File: src/rtl/halfband_coeff_ctrl_pkg.sv
// Shared constants, FSM encoding and default coefficient set (Fp=0.21875) for the halfband
// filter and its run-time coefficient controller.
package halfband_coeff_ctrl_pkg;

    localparam int unsigned WIDTH       = 18;
    localparam int unsigned NCOEF       = 8;
    localparam int unsigned COEF_ADDR_W = 3;
    localparam int unsigned IDX_W       = $clog2(NCOEF);
    localparam int unsigned FLUSH_CYC   = 19;
    localparam int unsigned CNT_W       = $clog2(FLUSH_CYC);

    typedef enum logic [1:0] {
        ST_IDLE,
        ST_LOAD,
        ST_WAIT_SAM,
        ST_FLUSH
    } state_t;

    typedef logic [NCOEF-1:0][WIDTH-1:0] bank_t;

    // Element 0 is the outermost tap, element NCOEF-1 the centre tap.
    localparam bank_t DEFAULT_BANK = {
        WIDTH'(65536), WIDTH'(39204), WIDTH'(0), WIDTH'(-7848),
        WIDTH'(0),     WIDTH'(1572),  WIDTH'(0), WIDTH'(-161)
    };

endpackage

File: src/rtl/halfband_coeff_bank.sv
// Shadow and active coefficient banks with the written-index mask; active bank updates only
// on the swap strobe.
module halfband_coeff_bank
    import halfband_coeff_ctrl_pkg::*;
(
    input  logic                   sys_clk,
    input  logic                   reset,
    input  logic                   wr_en,
    input  logic [IDX_W-1:0]       wr_idx,
    input  logic [WIDTH-1:0]       wr_data,
    input  logic                   swap,
    output logic                   full_c,
    output logic [NCOEF*WIDTH-1:0] active_flat
);

    bank_t            shadow;
    bank_t            active;
    logic [NCOEF-1:0] mask;
    logic [NCOEF-1:0] wr_onehot_c;

    // Completeness includes a write landing this cycle so it can coincide with the commit.
    always_comb begin
        wr_onehot_c = '0;
        if (wr_en) begin
            wr_onehot_c[wr_idx] = 1'b1;
        end
    end

    assign full_c      = &(mask | wr_onehot_c);
    assign active_flat = active;

    always_ff @(posedge sys_clk) begin
        if (reset) begin
            shadow <= DEFAULT_BANK;
            active <= DEFAULT_BANK;
            mask   <= '0;
        end else begin
            if (wr_en) begin
                shadow[wr_idx] <= wr_data;
            end
            if (swap) begin
                active <= shadow;
                mask   <= '0;
            end else begin
                mask <= mask | wr_onehot_c;
            end
        end
    end

endmodule

File: src/rtl/halfband_coeff_ctrl.sv
// Coefficient controller: collects shadow writes, commits them on a sample boundary and
// mutes the halfband output while its tap line and pipeline refill.
module halfband_coeff_ctrl
    import halfband_coeff_ctrl_pkg::*;
#(
    parameter int unsigned ADDR_W = COEF_ADDR_W
) (
    input  logic                   sys_clk,
    input  logic                   reset,
    input  logic                   sam_clk_en,
    input  logic                   wr_valid,
    output logic                   wr_ready,
    input  logic [ADDR_W-1:0]      wr_addr,
    input  logic [WIDTH-1:0]       wr_data,
    input  logic                   commit_req,
    output logic                   commit_ack,
    output logic                   commit_err,
    output logic                   busy,
    output logic                   mute,
    output logic [NCOEF*WIDTH-1:0] hsys_flat
);

    state_t           state;
    state_t           state_nxt;
    logic [CNT_W-1:0] cnt;
    logic [CNT_W-1:0] cnt_nxt;
    logic             wr_fire_c;
    logic             wr_en_c;
    logic             full_c;
    logic             swap_c;
    logic             ack_nxt;
    logic             err_nxt;

    // Out-of-range addresses still complete the handshake but never reach the bank.
    assign wr_fire_c = wr_valid & wr_ready;
    assign wr_en_c   = wr_fire_c && (32'(wr_addr) < NCOEF);

    halfband_coeff_bank u_bank (
        .sys_clk     (sys_clk),
        .reset       (reset),
        .wr_en       (wr_en_c),
        .wr_idx      (IDX_W'(wr_addr)),
        .wr_data     (wr_data),
        .swap        (swap_c),
        .full_c      (full_c),
        .active_flat (hsys_flat)
    );

    always_comb begin
        state_nxt = state;
        cnt_nxt   = cnt;
        swap_c    = 1'b0;
        err_nxt   = 1'b0;
        case (state)
            ST_IDLE, ST_LOAD: begin
                if (wr_fire_c) begin
                    state_nxt = ST_LOAD;
                end
                if (commit_req) begin
                    if (full_c) begin
                        state_nxt = ST_WAIT_SAM;
                    end else begin
                        err_nxt = 1'b1;
                    end
                end
            end
            ST_WAIT_SAM: begin
                if (sam_clk_en) begin
                    swap_c    = 1'b1;
                    cnt_nxt   = '0;
                    state_nxt = ST_FLUSH;
                end
            end
            ST_FLUSH: begin
                if (cnt == CNT_W'(FLUSH_CYC - 1)) begin
                    cnt_nxt   = '0;
                    state_nxt = ST_IDLE;
                end else begin
                    cnt_nxt = cnt + CNT_W'(1);
                end
            end
            default: state_nxt = ST_IDLE;
        endcase
        // Ack marks the last flush cycle, so it rides alongside the final mute cycle.
        ack_nxt = (state_nxt == ST_FLUSH) && (cnt_nxt == CNT_W'(FLUSH_CYC - 1));
    end

    always_ff @(posedge sys_clk) begin
        if (reset) begin
            state      <= ST_IDLE;
            cnt        <= '0;
            wr_ready   <= 1'b1;
            commit_ack <= 1'b0;
            commit_err <= 1'b0;
            busy       <= 1'b0;
            mute       <= 1'b0;
        end else begin
            state      <= state_nxt;
            cnt        <= cnt_nxt;
            wr_ready   <= (state_nxt == ST_IDLE) || (state_nxt == ST_LOAD);
            commit_ack <= ack_nxt;
            commit_err <= err_nxt;
            busy       <= (state_nxt == ST_WAIT_SAM) || (state_nxt == ST_FLUSH);
            mute       <= (state_nxt == ST_FLUSH);
        end
    end

endmodule

File: config.mk
export PLATFORM = sky130hd
export DESIGN_NAME = halfband_coeff_ctrl
export DESIGN_NICKNAME = d
export VERILOG_FILES = /design/src/rtl/halfband_coeff_ctrl_pkg.sv /design/src/rtl/halfband_coeff_bank.sv /design/src/rtl/halfband_coeff_ctrl.sv
export SDC_FILE = /design/constraint.sdc
export NUM_CORES = 1
export LEC_CHECK = 0
export CORE_ASPECT_RATIO = 0.8
export CORE_UTILIZATION = 30
export DETAILED_ROUTE_END_ITERATION = 12
export GPL_TIMING_DRIVEN = 0
export SETUP_SLACK_MARGIN = 0.3
export SYNTH_ARGS = -nofsm -noshare
export SYNTH_HDL_FRONTEND = slang
export SYNTH_HIERARCHICAL = 1
export SYNTH_SLANG_ARGS = --single-unit
File: constraint.sdc
create_clock -name sys_clk -period 3.55 [get_ports sys_clk]
set_input_delay 0.71 -clock sys_clk [delete_from_list [all_inputs] [get_ports sys_clk]]
set_output_delay 0.71 -clock sys_clk [all_outputs]
set_load 0.005 [all_outputs]
==> impl_metrics.ini <==
[floorplanning]
dieArea_um2 = 38200
placementRows = 62
placeableCoreArea_um2 = 36400
initial_utilization_pct = 30.8
die_w_um = 218
die_height_um = 175
io_pins = 175

[synth]
synth-edff-count = 0
synth_nets = 1244
synth_area_leader_cell = dfxtp_1
yosys.cell_types.count = 45
ys_async_sr_fraction_pct = 0
syn_area_per_cell_um2 = 9.23
synthCells = 1216
ys_seq_area_share_pct = 55.0
ys_seq_elements = 308
synth_area_leaders = dfxtp_1 (55%), nand2_1 (9.9%), mux2i_1 (9.6%)
synth-main-ff-cell = dfxtp_1
synth_area_um2 = 11200
yosysTopAreaCellShare_pct = 55.0
yosysWarnings = 6

[clock_network]
cts_tree = yes
path_clk_slew_ps = 60
clk_latency_ps = 510
numCtsBuffers = 35
cts-root-buf = clkbuf_16
htreeDepth = 2
post-cts-setup-buffers = 0
cts_buffer_depth = 3
clkSinkCount = 308
cts_hold_buf = 0
post_cts_resized = 0

[worst_setup_path]
rrSetupSlack_ps = 1290
max_stage_delay_ps = 470
timing.critical_path.mode_cell = buf_2
worstPathRequired_ps = 3930
rr_endpoint = u_bank/active_flat[79]
r2r_start = state[1]
path_cells = clkdlybuf4s50_1, and3b_2, buf_2, buf_2, buf_2, mux2i_1, nor2_1
critPathArrivalTime_ps = 2810
critPathMaxFanout = 10
worst-path-buf-inv = 4
critical_path.startpoint_type = input port
setup.worst_path.class = in2reg
ff2ff_path_depth = 7
slowest_stage = clkdlybuf4s50_1
path_delay_family = buffers and inverters
crit_path_end_kind = flop

[sta]
fin_hold_ws_ps = 454
relSlewSlack_pct = 38.2
drv_slew = 0
rsz0062_at_grt = false
period_needed_ps = 2430
max_slew.worst_pin.slew_ps = 927
finalHoldViolCount = 0
fmax_mhz = 412
finalClockSkew_ps = 14.6
min_period_over_period_pct = 68.4
fin_tns_setup_ps = 0
setup_viol = 0

[cells_and_area]
layout_common_cells = dfxtp_1 (308), nand2_1 (295), clkdlybuf4s50_1 (152), nor2_1 (117), a21oi_1 (114)
final_common_cell = dfxtp_1
diodes = 0
fin_util_pct = 39.9
layout-drive-gt1-share_pct = 8.99
synthToLayoutAreaGrowth_pct = 29.3
fin_nets = 1433

[hold_path]
min-delay-start = u_bank/shadow[20]
whs_endpoint = u_bank/shadow[20]
hp-class = reg2reg
whs_path_depth = 2

[drt]
drcViolationCount = 0
dr.pass1.iters = 6
routed_wl_mm = 34.4
drtIter0Drc = 653
detail_route.vias_per_cell = 4.68
detail-route-antenna-nets = 0
vias = 8908
wl_per_cell_um = 18.0

[pwr]
clkPwrFrac_pct = 48.9
p_sw_mw = 1.61
p_int_mw = 5.85
leakagePower_nw = 5.09
powerDensity_nw_per_um2 = 514
switching_share_pct = 21.6
seqPwrFrac_pct = 47.4
combinationalPowerShare_pct = 3.8
ir_worst_vdd_uv = 236

[placed_design]
port_buffers = 152
dp_hpwl_mm = 24.1
gp_congestion = 0.791

[grt]
antenna_found_initial = 1
overflow = 0
track_usage_pct = 17.9
grt_max_degree = 13
grt_pass1_wl_mm = 51.3
grt_pass1_vias = 8455

[run_status]
run_status = finished clean

[run]
drv_cap = 0
[Yosys cell counts (all sizes together), types with 2 or more instances]
cell type,number
nand3,6
nand2b,3
ha,2
o21ai,7
clkbuf,34
nor2b,39
nor3,5
inv,3
dfxtp,308
mux2i,108
and3b,2
nand2,301
o21a,8
a211o,36
nor2,123
a22oi,4
nor4b,2
buf,61
a21oi,114
nand3b,36
and2,3
[logic make-up (layout without fill, tap and decap cells)]
kind of cell	Yosys count	in the layout	share of synthesized area (%)
compound gates	173	173	9.35
fa+ha+maj	2	2	0.223
buf+inv	98	306	4.34
flops	308	308	55.0
mux	108	108	9.64
simple gates	527	527	21.5
[how the worst max path moves through the flow]
stage / from / endpoint / cells past startpoint
floorplan: wr_addr[2] / mute / 8
CTS: sam_clk_en / u_bank/active_flat[71] / 7
finish: sam_clk_en / u_bank/active_flat[79] / 7
detailed placement: sam_clk_en / u_bank/active_flat[126] / 7
global route: sam_clk_en / u_bank/active_flat[56] / 7
global placement: sam_clk_en / u_bank/active_flat[35] / 7
[power by group through the flow]
stage / registers (mW) / logic, mW / clock network, mW
floorplan: 3.60 / 0.177 / 0
global placement: 3.61 / 0.278 / 0
CTS: 3.53 / 0.284 / 3.73
global route: 3.53 / 0.308 / 3.89
finish: 3.53 / 0.281 / 3.64
detailed placement: 3.61 / 0.283 / 0
[area by class of cell]
type	instances	area, um2
fill	3622	21900
clock buffer	51	1060
timing repair buffer	152	1520
sequential	308	6170
clock inverter	5	106
tap	480	601
inverter	3	11.3
multi-input combinational	810	4570
buffer	95	475
[per-stage QoR]
step	instances	worst slack, ps	cell area [um2]	total power, mW
final	1904	1120	14500	7.46
after global routing	1904	1030	14500	7.73
after CTS	1904	1120	14500	7.55
after detailed placement	1848	584	13300	3.89
after global placement	1848	641	13300	3.89
after floorplan	1216	1400	11200	3.77
[sequential cells by signal, indices dropped and copies added (netlist names)]
register,count
busy,1
cnt,5
commit_ack,1
commit_err,1
mute,1
state,2
u_bank/active_flat,144
u_bank/mask,8
u_bank/shadow,144
wr_ready,1
[routing by layer]
metal	global-route usage (%)	part of all wire [%]	wire, um
met1	25.3	47	16300
met2	27.5	44	15100
met3	4.14	7.0	2400
met4	4.43	1.7	588
met5	0	0.035	12
[tightest hold or removal path, stage by stage (launching register included)]
cell	delay [ps]
dfxtp_1	310
nand2_1	50
a21oi_1	50
No activity file was read; power rests on OpenSTA's default activity.
